===== config.mk =====
export PLATFORM = sky130hd
export DESIGN_NAME = garbage_insert
export DESIGN_NICKNAME = d
export VERILOG_FILES = /design/src/rtl/grid_pkg.sv /design/src/rtl/garbage_lfsr.sv /design/src/rtl/garbage_insert.sv
export SDC_FILE = /design/constraint.sdc
export NUM_CORES = 2
export LEC_CHECK = 0
export CAP_MARGIN = 20
export CORE_AREA = 2 2 523 525
export CTS_BUF_LIST = sky130_fd_sc_hd__clkbuf_4 sky130_fd_sc_hd__clkbuf_8 sky130_fd_sc_hd__clkbuf_16
export CTS_CLUSTER_SIZE = 8
export DETAILED_ROUTE_END_ITERATION = 10
export DIE_AREA = 0 0 525 527
export GPL_ROUTABILITY_DRIVEN = 0
export HOLD_SLACK_MARGIN = 0.1
export SLEW_MARGIN = 20
export SYNTH_ARGS = -nofsm -noshare
export SYNTH_HDL_FRONTEND = slang
export SYNTH_SLANG_ARGS = --single-unit

===== constraint.sdc =====
create_clock -name clk -period 37.4 [get_ports clk]
set_clock_uncertainty 0.1 [all_clocks]
set_input_delay 7.48 -clock clk [delete_from_list [all_inputs] [get_ports clk]]
set_output_delay 7.48 -clock clk [all_outputs]
set_load 0.01 [all_outputs]

===== src/rtl/grid_pkg.sv =====
// Shared playfield types for the grid datapath blocks (line clear, garbage insert).
// Row 0 is the top of the playfield and row 21 is the bottom; a cell value of 0 means empty.
package grid_pkg;

   localparam int GRID_ROWS = 22;
   localparam int GRID_COLS = 10;

   typedef logic [2:0]                cell_t;
   typedef cell_t [GRID_COLS-1:0]     row_t;
   typedef row_t  [GRID_ROWS-1:0]     grid_t;

   localparam cell_t CELL_EMPTY = 3'd0;

   typedef enum logic [1:0] {
      IDLE  = 2'd0,
      CHECK = 2'd1,
      SHIFT = 2'd2,
      DONE  = 2'd3
   } gi_state_t;

   // Fold a 4-bit raw LFSR nibble into a column index 0..9.
   function automatic logic [3:0] fold_hole(input logic [3:0] raw);
      logic [3:0] col;
      if (raw < 4'd10) begin
         col = raw;
      end else begin
         col = raw - 4'd10;
      end
      return col;
   endfunction

   // Solid garbage row of the given colour with a single empty cell at the hole column.
   function automatic row_t garbage_row(input logic [3:0] hole, input cell_t color);
      row_t row;
      for (int c = 0; c < GRID_COLS; c++) begin
         if (4'(c) == hole) begin
            row[c] = CELL_EMPTY;
         end else begin
            row[c] = color;
         end
      end
      return row;
   endfunction

endpackage


===== src/rtl/garbage_lfsr.sv =====
// Hole column generator: free-running 8-bit Fibonacci LFSR (x^8+x^6+x^5+x^4+1) whose low
// nibble is folded into a column index 0..9. A non-zero seed keeps the LFSR out of the
// all-zero lock-up state.
module garbage_lfsr
   import grid_pkg::*;
#(
   parameter logic [7:0] SEED = 8'hA5
) (
   input  logic       clk,
   input  logic       rst,
   output logic [3:0] hole
);

   logic [7:0] lfsr_q;
   logic [7:0] lfsr_d;
   logic       fb_s;

   // Next LFSR value: feedback from taps 8,6,5,4 shifted into the LSB.
   always_comb begin
      fb_s   = lfsr_q[7] ^ lfsr_q[5] ^ lfsr_q[4] ^ lfsr_q[3];
      lfsr_d = {lfsr_q[6:0], fb_s};
   end

   // LFSR state; advances every cycle outside reset.
   always_ff @(posedge clk or posedge rst) begin
      if (rst) begin
         lfsr_q <= SEED;
      end else begin
         lfsr_q <= lfsr_d;
      end
   end

   // Column index presented to the inserter for the current cycle.
   always_comb begin
      hole = fold_hole(lfsr_q[3:0]);
   end

endmodule


===== src/rtl/garbage_insert.sv =====
// Garbage row inserter: pushes the playfield up by N rows and fills the vacated bottom rows
// with solid garbage rows, each carrying one empty hole column.
// Optional build macro GARBAGE_SAME_HOLE_EN: when defined, one hole column is chosen per
// operation (sampled in CHECK) so all inserted rows line up into a vertical well; otherwise
// each garbage row takes a fresh hole from the LFSR.
module garbage_insert
   import grid_pkg::*;
#(
   parameter cell_t       GARBAGE_COLOR = 3'd7,
   parameter logic [7:0]  LFSR_SEED     = 8'hA5,
   parameter int unsigned MAX_ROWS      = 4
) (
   input  logic       clk,
   input  logic       rst,
   input  logic       start,
   input  logic [2:0] count,
   input  grid_t      c_grid,
   output grid_t      n_grid,
   output logic       busy,
   output logic       done,
   output logic       topout
);

   localparam logic [4:0] MAX_N    = 5'(MAX_ROWS);
   localparam logic [4:0] LAST_ROW = 5'(GRID_ROWS - 1);

   gi_state_t  state_q, state_d;
   grid_t      buf_q, buf_d;
   logic [4:0] r_q, r_d;
   logic [4:0] n_q, n_d;
   logic       topout_q, topout_d;
   logic       busy_q, busy_d;
   logic       done_q, done_d;

   logic [3:0] hole_s;
   logic [3:0] row_hole_s;
   logic [4:0] count_ext_s;
   logic [4:0] sat_n_s;
   logic [5:0] src_sum_s;
   logic [4:0] src_idx_s;
   logic       top_hit_s;

   garbage_lfsr #(
      .SEED (LFSR_SEED)
   ) u_lfsr (
      .clk  (clk),
      .rst  (rst),
      .hole (hole_s)
   );

`ifdef GARBAGE_SAME_HOLE_EN
   logic [3:0] keep_hole_q, keep_hole_d;

   // Capture one hole column during CHECK for the whole operation.
   always_comb begin
      if (state_q == CHECK) begin
         keep_hole_d = hole_s;
      end else begin
         keep_hole_d = keep_hole_q;
      end
   end

   // Per-operation hole register.
   always_ff @(posedge clk or posedge rst) begin
      if (rst) begin
         keep_hole_q <= 4'd0;
      end else begin
         keep_hole_q <= keep_hole_d;
      end
   end

   assign row_hole_s = keep_hole_q;
`else
   assign row_hole_s = hole_s;
`endif

   // Saturate the requested row count; count is widened before the compare.
   always_comb begin
      count_ext_s = {2'b00, count};
      if (count_ext_s > MAX_N) begin
         sat_n_s = MAX_N;
      end else begin
         sat_n_s = count_ext_s;
      end
   end

   // Source row for the upward shift; the 6-bit sum decides copy versus garbage fill.
   always_comb begin
      src_sum_s = {1'b0, r_q} + {1'b0, n_q};
      src_idx_s = r_q + n_q;
   end

   // Any occupied cell in the top N rows will be pushed off the playfield.
   always_comb begin
      top_hit_s = 1'b0;
      for (int i = 0; i < GRID_ROWS; i++) begin
         top_hit_s = top_hit_s | ((5'(i) < n_q) && (buf_q[i] != '0));
      end
   end

   // Controller: accept, top-out check, one row per cycle shift, completion pulse.
   always_comb begin
      state_d  = state_q;
      buf_d    = buf_q;
      r_d      = r_q;
      n_d      = n_q;
      topout_d = topout_q;
      busy_d   = 1'b0;
      done_d   = 1'b0;
      case (state_q)
         IDLE: begin
            if (start) begin
               buf_d    = c_grid;
               n_d      = sat_n_s;
               topout_d = 1'b0;
               r_d      = 5'd0;
               if (sat_n_s == 5'd0) begin
                  state_d = DONE;
                  done_d  = 1'b1;
               end else begin
                  state_d = CHECK;
                  busy_d  = 1'b1;
               end
            end else begin
               state_d = IDLE;
            end
         end
         CHECK: begin
            topout_d = top_hit_s;
            r_d      = 5'd0;
            state_d  = SHIFT;
            busy_d   = 1'b1;
         end
         SHIFT: begin
            // Ascending row order reads each source row before it is overwritten.
            if (src_sum_s <= {1'b0, LAST_ROW}) begin
               buf_d[r_q] = buf_q[src_idx_s];
            end else begin
               buf_d[r_q] = garbage_row(row_hole_s, GARBAGE_COLOR);
            end
            if (r_q == LAST_ROW) begin
               state_d = DONE;
               done_d  = 1'b1;
            end else begin
               r_d    = r_q + 5'd1;
               busy_d = 1'b1;
            end
         end
         DONE: begin
            state_d = IDLE;
         end
         default: begin
            state_d = IDLE;
         end
      endcase
   end

   // State and datapath registers; reset discards any operation in flight.
   always_ff @(posedge clk or posedge rst) begin
      if (rst) begin
         state_q  <= IDLE;
         buf_q    <= '0;
         r_q      <= 5'd0;
         n_q      <= 5'd0;
         topout_q <= 1'b0;
         busy_q   <= 1'b0;
         done_q   <= 1'b0;
      end else begin
         state_q  <= state_d;
         buf_q    <= buf_d;
         r_q      <= r_d;
         n_q      <= n_d;
         topout_q <= topout_d;
         busy_q   <= busy_d;
         done_q   <= done_d;
      end
   end

   assign n_grid = buf_q;
   assign busy   = busy_q;
   assign done   = done_q;
   assign topout = topout_q;

endmodule


==> qor.yml <==
register_area_um2: 17050
syn_to_final_growth_pct: 53.12
numCtsBuffers: 101
dr.pass1.iters: 8
synth-seq-area-share: 0.4366
ctsResizeCount: 0
grt_max_degree: 180
syn_area_um2: 39040
post_cts_buffers: 0
cts-htree-levels: 3
postRouteWirelength_mm: 392.3
nets: 6239
clk_latency_ns: 0.76
dieWidth_um: 525
ys.flop_type: "dfrtp_1"
layout-drive-gt1-share: 0.09310
cp-start-kind: "input pin"
fin_util: 0.2200
drv_cap: 0
fillCellCount: 29500
track_usage: 0.2727
finalHoldViolations: 0
ant_nets: 0
netlist_instances: 4413
status: "finished clean"
drv_slew: 0
final_cell_mix: "clkdlybuf4s50_1, a21oi_1, o21ai_0"
drt-met1-wl_mm: 143.1
met2_wirelength_mm: 170.9
min_period_over_period: 0.3040
io_pins: 1329
cts-root-buf: "clkbuf_16"
relSlewSlack: 0.1001
async_flop_share: 1.000
yosysWarnings: 0
placement.io_buffers: 1328
hpwl_mm: 315.9
antenna_found_initial: 100
r2r_setup_slack_ns: 30.69
p_per_area_nw_per_um2: 126.7
ys_ff_latch: 681
critical_path_class: "in2reg"
clock_sinks: 681
core_area_um2: 271700
clkTransAtPathRegs_ns: 0.05
start_util: 0.1437
worst_slew_pin_slew_ns: 1.338
vias: 47290
layout_min_cycle_time_ns: 11.37
syn_area_per_cell_um2: 8.847
setup_tns_ns: 0
end_kind: "flop"
die_area_um2: 276700
postPlaceCellArea_um2: 56550
crit_arrival_ns: 11.91
final_common_cell: "clkdlybuf4s50_1"
top_layer_used: "met5"
cts_hold_buf: 0
wl_per_cell_um: 42.41
crit_fanout: 166
clockBufferDepth: 3
max-vdd-ir-drop_mv: 0.09788
row_count: 192
wl_met3_mm: 49.85
required_ns: 37.94
design_area_um2: 59780
cts_tree: "yes"
min_path_type: "reg2reg"
routed_via_density: 5.112
setup_viol: 0
drc_errors: 0
rsz0062_at_grt: "no"
gr-total-overflow: 0
ys_types: 51
synth_edf_count: 0
fmax_mhz: 87.94
die_h_um: 527
drtIter0Drc: 7104
multi_input_comb_area_um2: 20580
leakagePower_nw: 20.97
grt_first_pass_wirelength_mm: 494.1
grt_pass1_vias: 45550
syn-num-nets: 5092
==> metal layers <==
layer  vias to the layer above  track usage
li1                      18460            -
met1                     23520       0.3139
met2                      4335       0.4203
met3                       966       0.1150
met4                         6       0.1623
met5                         -    0.0001732
==> power by group <==
part,internal (mW),leakage [nW],switching [mW]
Combinational,1.50,11.5,3.46
Sequential,1.09,7.96,0.610
Clock,0.534,1.49,0.374
Total,3.12,21.0,4.45
==> synth_stat cells, types with 2 or more instances <==
| master | count | area (um^2) |
|---|---|---|
| a21o_1 | 9 | 67.56 |
| a21oi_1 | 880 | 4404 |
| a31oi_1 | 2 | 12.51 |
| and2_1 | 2 | 12.51 |
| and3b_1 | 3 | 26.28 |
| buf_1 | 5 | 18.77 |
| buf_2 | 53 | 265.3 |
| buf_4 | 4 | 30.03 |
| clkbuf_1 | 347 | 1303 |
| dfrtp_1 | 677 | 16940 |
| dfstp_2 | 4 | 105.1 |
| ha_1 | 12 | 150.1 |
| inv_1 | 41 | 153.9 |
| mux2i_1 | 30 | 300.3 |
| mux4_2 | 150 | 3378 |
| nand2_1 | 566 | 2125 |
| nand2b_1 | 4 | 25.02 |
| nand3_1 | 38 | 190.2 |
| nand3b_1 | 2 | 15.01 |
| nand4_1 | 16 | 100.1 |
| nor2_1 | 45 | 168.9 |
| nor2_8 | 8 | 160.2 |
| nor3_1 | 7 | 35.03 |
| nor3b_1 | 242 | 1817 |
| nor4_1 | 50 | 312.8 |
| o211ai_1 | 31 | 232.7 |
| o21ai_0 | 703 | 3518 |
| o22a_1 | 27 | 236.5 |
| o22a_2 | 4 | 40.04 |
| o31ai_1 | 2 | 15.01 |
| or3_1 | 422 | 2640 |
| xnor2_1 | 5 | 43.79 |
| xor2_1 | 4 | 35.03 |
==> area by class of cell <==
cell class,count,area share
Tap cell,3589,0.07512
Timing Repair Buffer,1454,0.2400
Inverter,42,0.002763
Multi-Input combinational cell,3280,0.3442
Clock inverter,14,0.003663
Clock buffer,125,0.04632
Sequential cell,681,0.2852
Antenna cell,65,0.002721
==> through the flow <==
stage | std cells | hold WS, ns | power, mW | setup WS, ns
5_1_grt | 9212 | 0.2780 | 7.769 | 25.81
4_1_cts | 9182 | 0.2597 | 7.522 | 26.23
6_report | 9250 | 0.2568 | 7.573 | 26.03
3_5_place_dp | 9043 | 0.2407 | 6.591 | 25.44
2_1_floorplan | 4413 | 0.2330 | 3.152 | 10.74
3_3_place_gp | 9042 | 0.2394 | 6.567 | 25.49
==> sequential cells by signal, indices dropped and copies added (netlist names) <==
name           count
busy               1
done               1
n_grid           660
n_q                3
r_q                5
state_q            2
topout             1
u_lfsr.lfsr_q      8
==> worst paths after layout <==
| kind | from | endpoint | cells after the start |
|---|---|---|---|
| setup / recovery | start | n_grid[497] | 9 |
| max in group asynchronous | rst | n_grid[527] | 6 |
| hold / removal | u_lfsr.lfsr_q[6] | u_lfsr.lfsr_q[7] | 0 |
| hold reg to reg | u_lfsr.lfsr_q[6] | u_lfsr.lfsr_q[7] | 0 |
| min in group asynchronous | rst | n_grid[163] | 2 |
| setup reg to reg | n_q[0] | n_grid[79] | 9 |
==> logic make-up (layout without fill, tap and decap cells) <==
family,count (synthesis),after routing,synth area share
AO/OA/AOI/OAI,1667,1667,0.2204
AND/OR/NAND/NOR,1410,1410,0.1963
flip-flops,681,681,0.4366
buffers and inverters,452,1635,0.04573
multiplexers,181,181,0.09451
adder cells (fa/ha/maj),13,13,0.004359
XOR/XNOR,9,9,0.002019
other,0,65,0
==> worst max-delay path, cell delays in order <==
cell and delay (ns):
clkdlybuf4s50_1 0.52, nand2_4 0.39, buf_4 0.65, buf_12 0.59, buf_4 0.78, buf_4 0.75
or3_1 0.21, o21ai_0 0.11, a21oi_1 0.18
Power figures use the tool's default switching activity.
